$ cat src/rtl/pwm_duty_ramp.sv
// rtl/pwm_duty_ramp.sv - PWM comparator with soft-ramped working duty
// Ports:
//   clk, reset          clock and synchronous active-high reset
//   cnt_in, period_in   upstream counter value (1..period_in) and its terminal count
//   duty_valid/_data    target duty offer; duty_ready accepts it
//   duty_cur            working duty applied to the comparator
//   ramp_busy           working duty still moving toward the latched target
//   period_tick         registered boundary pulse
//   pwm_out             registered PWM output
module pwm_duty_ramp #(
  parameter int W    = 8,
  parameter int STEP = 16
) (
  input  logic         clk,
  input  logic         reset,
  input  logic [W-1:0] cnt_in,
  input  logic [W-1:0] period_in,
  input  logic         duty_valid,
  input  logic [W-1:0] duty_data,
  output logic         duty_ready,
  output logic [W-1:0] duty_cur,
  output logic         ramp_busy,
  output logic         period_tick,
  output logic         pwm_out
);

  typedef enum logic {IDLE, RAMP} state_t;

  localparam logic [W:0] STEP_W = (W+1)'(STEP);

  state_t       state_q, state_d;
  logic [W-1:0] target_q, target_d;
  logic [W-1:0] duty_q, duty_d;
  logic         pwm_q, tick_q;
  logic         boundary;
  logic [W:0]   diff, mag, step, duty_next;

  assign boundary = (cnt_in == period_in);

  always_comb begin
    state_d    = state_q;
    target_d   = target_q;
    duty_d     = duty_q;
    duty_ready = 1'b0;
    ramp_busy  = 1'b0;
    // Signed difference in W+1 bits; the top bit set means target is below duty.
    diff       = {1'b0, target_q} - {1'b0, duty_q};
    mag        = diff[W] ? (~diff + 1'b1) : diff;
    // Clamp to the remaining distance so the step never overshoots or wraps.
    step       = (mag < STEP_W) ? mag : STEP_W;
    duty_next  = diff[W] ? ({1'b0, duty_q} - step) : ({1'b0, duty_q} + step);
    case (state_q)
      IDLE: begin
        duty_ready = 1'b1;
        if (duty_valid) begin
          target_d = duty_data;
          if (duty_data != duty_q) begin
            state_d = RAMP;
          end
        end
      end
      RAMP: begin
        ramp_busy = 1'b1;
        if (boundary) begin
          duty_d = duty_next[W-1:0];
          if (duty_next[W-1:0] == target_q) begin
            state_d = IDLE;
          end
        end
      end
      default: state_d = IDLE;
    endcase
  end

  always_ff @(posedge clk) begin
    if (reset) begin
      state_q  <= IDLE;
      target_q <= '0;
      duty_q   <= '0;
      pwm_q    <= 1'b0;
      tick_q   <= 1'b0;
    end else begin
      state_q  <= state_d;
      target_q <= target_d;
      duty_q   <= duty_d;
      pwm_q    <= (cnt_in <= duty_q);
      tick_q   <= boundary;
    end
  end

  assign duty_cur    = duty_q;
  assign period_tick = tick_q;
  assign pwm_out     = pwm_q;

endmodule

$ cat config.mk
export PLATFORM = sky130hd
export DESIGN_NAME = pwm_duty_ramp
export DESIGN_NICKNAME = d
export VERILOG_FILES = /design/src/rtl/pwm_duty_ramp.sv
export SDC_FILE = /design/constraint.sdc
export NUM_CORES = 1
export LEC_CHECK = 0
export BUFFER_PORTS_ARGS = -buffer_cell sky130_fd_sc_hd__buf_2
export CAP_MARGIN = 5
export CORE_UTILIZATION = 50
export DETAILED_ROUTE_END_ITERATION = 10
export HOLD_SLACK_MARGIN = 0.08
export PLACE_DENSITY = 0.8
export SLEW_MARGIN = 20
export SYNTH_ARGS = -nofsm -noshare
export SYNTH_HDL_FRONTEND = slang
export SYNTH_SLANG_ARGS = --single-unit
$ cat constraint.sdc
create_clock -name clk -period 6.92 [get_ports clk]
set_input_delay 1.73 -clock clk [delete_from_list [all_inputs] [get_ports clk]]
set_output_delay 1.73 -clock clk [all_outputs]
set_load 0.02 [all_outputs]
==> metrics <==
first-pass iteration count of the detailed router=4; Worst R2R Start=duty_cur[0]; LEAKAGE=0.001096 uW; DRT Wirelength=5.872 mm; Post-CTS Hold Fix Bufs=0; unrepaired setup endpoints after global routing=no; first-pass GRT wire length=10.01 mm; max-cap violations=0; Slew Limit Fails=0; clock root cell=clkbuf_8; setup bufs post-CTS=0; share of cells above drive strength 1=17.82%; Mapped Nets=between 300 and 400; Reg clk slew, reported paths=0.07 ns; HPWL Detailed=4.795 mm; Worst Hold Depth=2; Fmax=~170 MHz; kind of critical path=reg2reg; diodes inserted=0; worst hold path type=reg2reg; CORE AREA=4414 um^2; slew at the pin closest to its max-slew limit=~0.9 ns; WHS=between 0.5 and 0.6 ns; Final Cell Area=2570 um^2; vias in the first global route=2,190; initial antenna violation count=0; slowest CP cell=a31oi_1; DR DRC count=0; Final Hold Vio Count=0; number of synthesized flops with an enable pin=0; CTS resizes=0; routed len/inst=15.33 um; TritonCTS clock tree=yes; Die Wd=between 70 and 80 um; most common cell after layout, fill and taps aside=buf_2; DIE HEIGHT=70.32 um; Setup crit end kind=flop; IO buf count=38; Post-Synthesis Cells=299; clock sink total=19; Cell Rows=24; part of the Yosys area used for sequential elements=16.30%; Synth Flop Type=dfxtp_1; Min Clock Period, post-route=5.957 ns; num ports=39; Area growth syn-to-layout=10.13%; crit start category=flop; Critical Path Max Stage Delay=0.78 ns; Clock Latency Late Sink=0.26 ns; Netlist cell types=56; initial core utilization=a little over half; DRT antenna net count=0; fillers=397; worst r2r dst=state_q; overflow left after global routing=0; CTS max path bufs=2; vias per cell=5.906; share of the synthesized area in the top cell type=16.30%; most frequent cells in the layout=38 x buf_2, 29 x a21oi_1, 29 x nor2_1; final count of negative-setup-slack endpoints=0; Nets=roughly 390; Critical Path RT=7.07 ns; worst hold path endpoint=target_q[0]; Peak VDD IR=around 160 uV; Syn Area/Cell=7.804 um^2; Synth async-reset ratio=0%; Power Density=156.3 nW/um^2; GR Util All Layers=24.98%; GPL Wtd Cong=about 0.87; top cells by area in the synthesized netlist=dfxtp_1 16%, ha_1 13%, xnor2_1 7.9%; outcome=finished, final reports clean; cells along the critical path=ha_1 > inv_1 > fa_1 > a211oi_4 > o21ai_0 > a31oi_1 > nand4b_1 > a31oi_4 > o21ai_0 > ha_1 > inv_1 > nor2_1 > a21oi_1 > o22ai_1 > a2bb2oi_1 > ha_1 > o21ai_0 > a21oi_1 > o21ai_0 > a21oi_1 > xnor2_1 > xnor3_1 > o31a_1; setup TNS=0 ns; DR iter-0 viols=121; Final period util=86.08%; Critical Path AT=between 6 and 7 ns; Worst Min Path Start=target_q[0]; path depth of the worst reg2reg path=23; cts bufs inserted=3; skew final=0.003961 ns; cell mode on critical path=o21ai_0; normalized max-slew margin=between 30% and 40%; Crit Path Max Fanout=11; synthesized area=2333 um^2; Placed Area=2524 um^2; routed vias=2,262; Yosys reg bits=19; DIE AREA=4944 um^2; Ys Warns=0; Synth area leader=dfxtp_1; H-tree depth=1; largest net degree at the start of global routing=21; worst reg2reg setup slack=0.96 ns
kinds of logic (layout without fill, tap and decap cells):
kind of cell	Yosys count	count (layout)	synth area share, %
mux	7	7	3.110
flops	19	19	16.30
buf+inv	32	64	6.327
simple gates	105	105	23.32
compound gates	76	76	22.84
fa+ha+maj	27	27	15.12
xor+xnor	33	33	12.98
report_power, final:
group	internal [uW]	switching, uW	leakage, uW	total (uW)
clock	40.1	37.2	0.0000255	77.3
combinational	89.5	116	0.000915	206
sequential	113	5.39	0.000155	118
metrics by stage:
stage	cells	utilization [%]	total power, uW	setup WS [ns]
floorplan	299	-	281.2	1.967
global placement	379	57.17	318.2	1.332
detailed placement	379	57.17	322.9	1.110
CTS	383	58.22	401.3	1.068
global route	383	58.22	430.2	0.4407
finish	383	58.22	401.7	0.9632
flip-flops by register name, indices dropped and copies added (netlist names):
| signal | cells |
|---|---|
| pwm_out | 1 |
| period_tick | 1 |
| state_q | 1 |
| target_q | 8 |
| duty_cur | 8 |
worst max-delay path, delay by kind of cell, from the launching register on:
family,cells,cell delay (ns)
xor+xnor,2,0.51
fa+ha+maj,4,1.29
buf+inv,2,0.15
compound gates,13,3.03
simple gates,2,0.38
flops,1,0.48
layout make-up:
class | count | area, um^2 | share of cell area [%]
clock inverters | 1 | 5.005 | 0.1947
well taps | 52 | 65.06 | 2.532
inverters | 22 | 82.58 | 3.213
clock buffers | 3 | 41.29 | 1.607
flip-flops and latches | 19 | 380.4 | 14.80
repair buffers | 38 | 190.2 | 7.400
multi-input cells | 248 | 1805 | 70.25
Yosys cell counts, types with 2 or more instances:
master / n
dfxtp_1: 19
a21oi_1: 29
nand2b_1: 10
a311oi_1: 3
nand4_1: 6
a31oi_4: 2
mux2i_1: 5
nand3_1: 5
a211oi_1: 3
and3_1: 3
nor3_2: 3
a21o_1: 4
clkbuf_1: 5
nand3b_1: 3
inv_1: 22
mux2_2: 2
nor2_1: 29
o21ai_0: 10
buf_6: 3
fa_1: 2
nor2b_1: 5
o2111ai_1: 2
ha_1: 25
o21bai_1: 2
xor2_1: 11
xnor2_1: 21
nor3_1: 4
nand2_1: 26
nor4_1: 4
a31o_2: 2
o211ai_1: 4
per-layer routing:
metal / track usage (%) / routed length, um / up-vias
met5: 0 / 0 / -
met4: 12.22 / 153 / 0
met3: 2.742 / 298 / 18
met2: 41.59 / 2862 / 68
met1: 31.80 / 2558 / 1046
li1: - / - / 1130
how the worst max path moves through the flow:
stage                      startpoint  endpoint  slack (ns)
after floorplan           duty_cur[0]   state_q        1.97
after global placement    duty_cur[0]   state_q        1.33
after detailed placement  duty_cur[0]   state_q        1.11
after CTS                 duty_cur[0]   state_q        1.07
after global routing      duty_cur[0]   state_q        0.44
final                     duty_cur[0]   state_q        0.96
(Power assumes the default switching activity.)
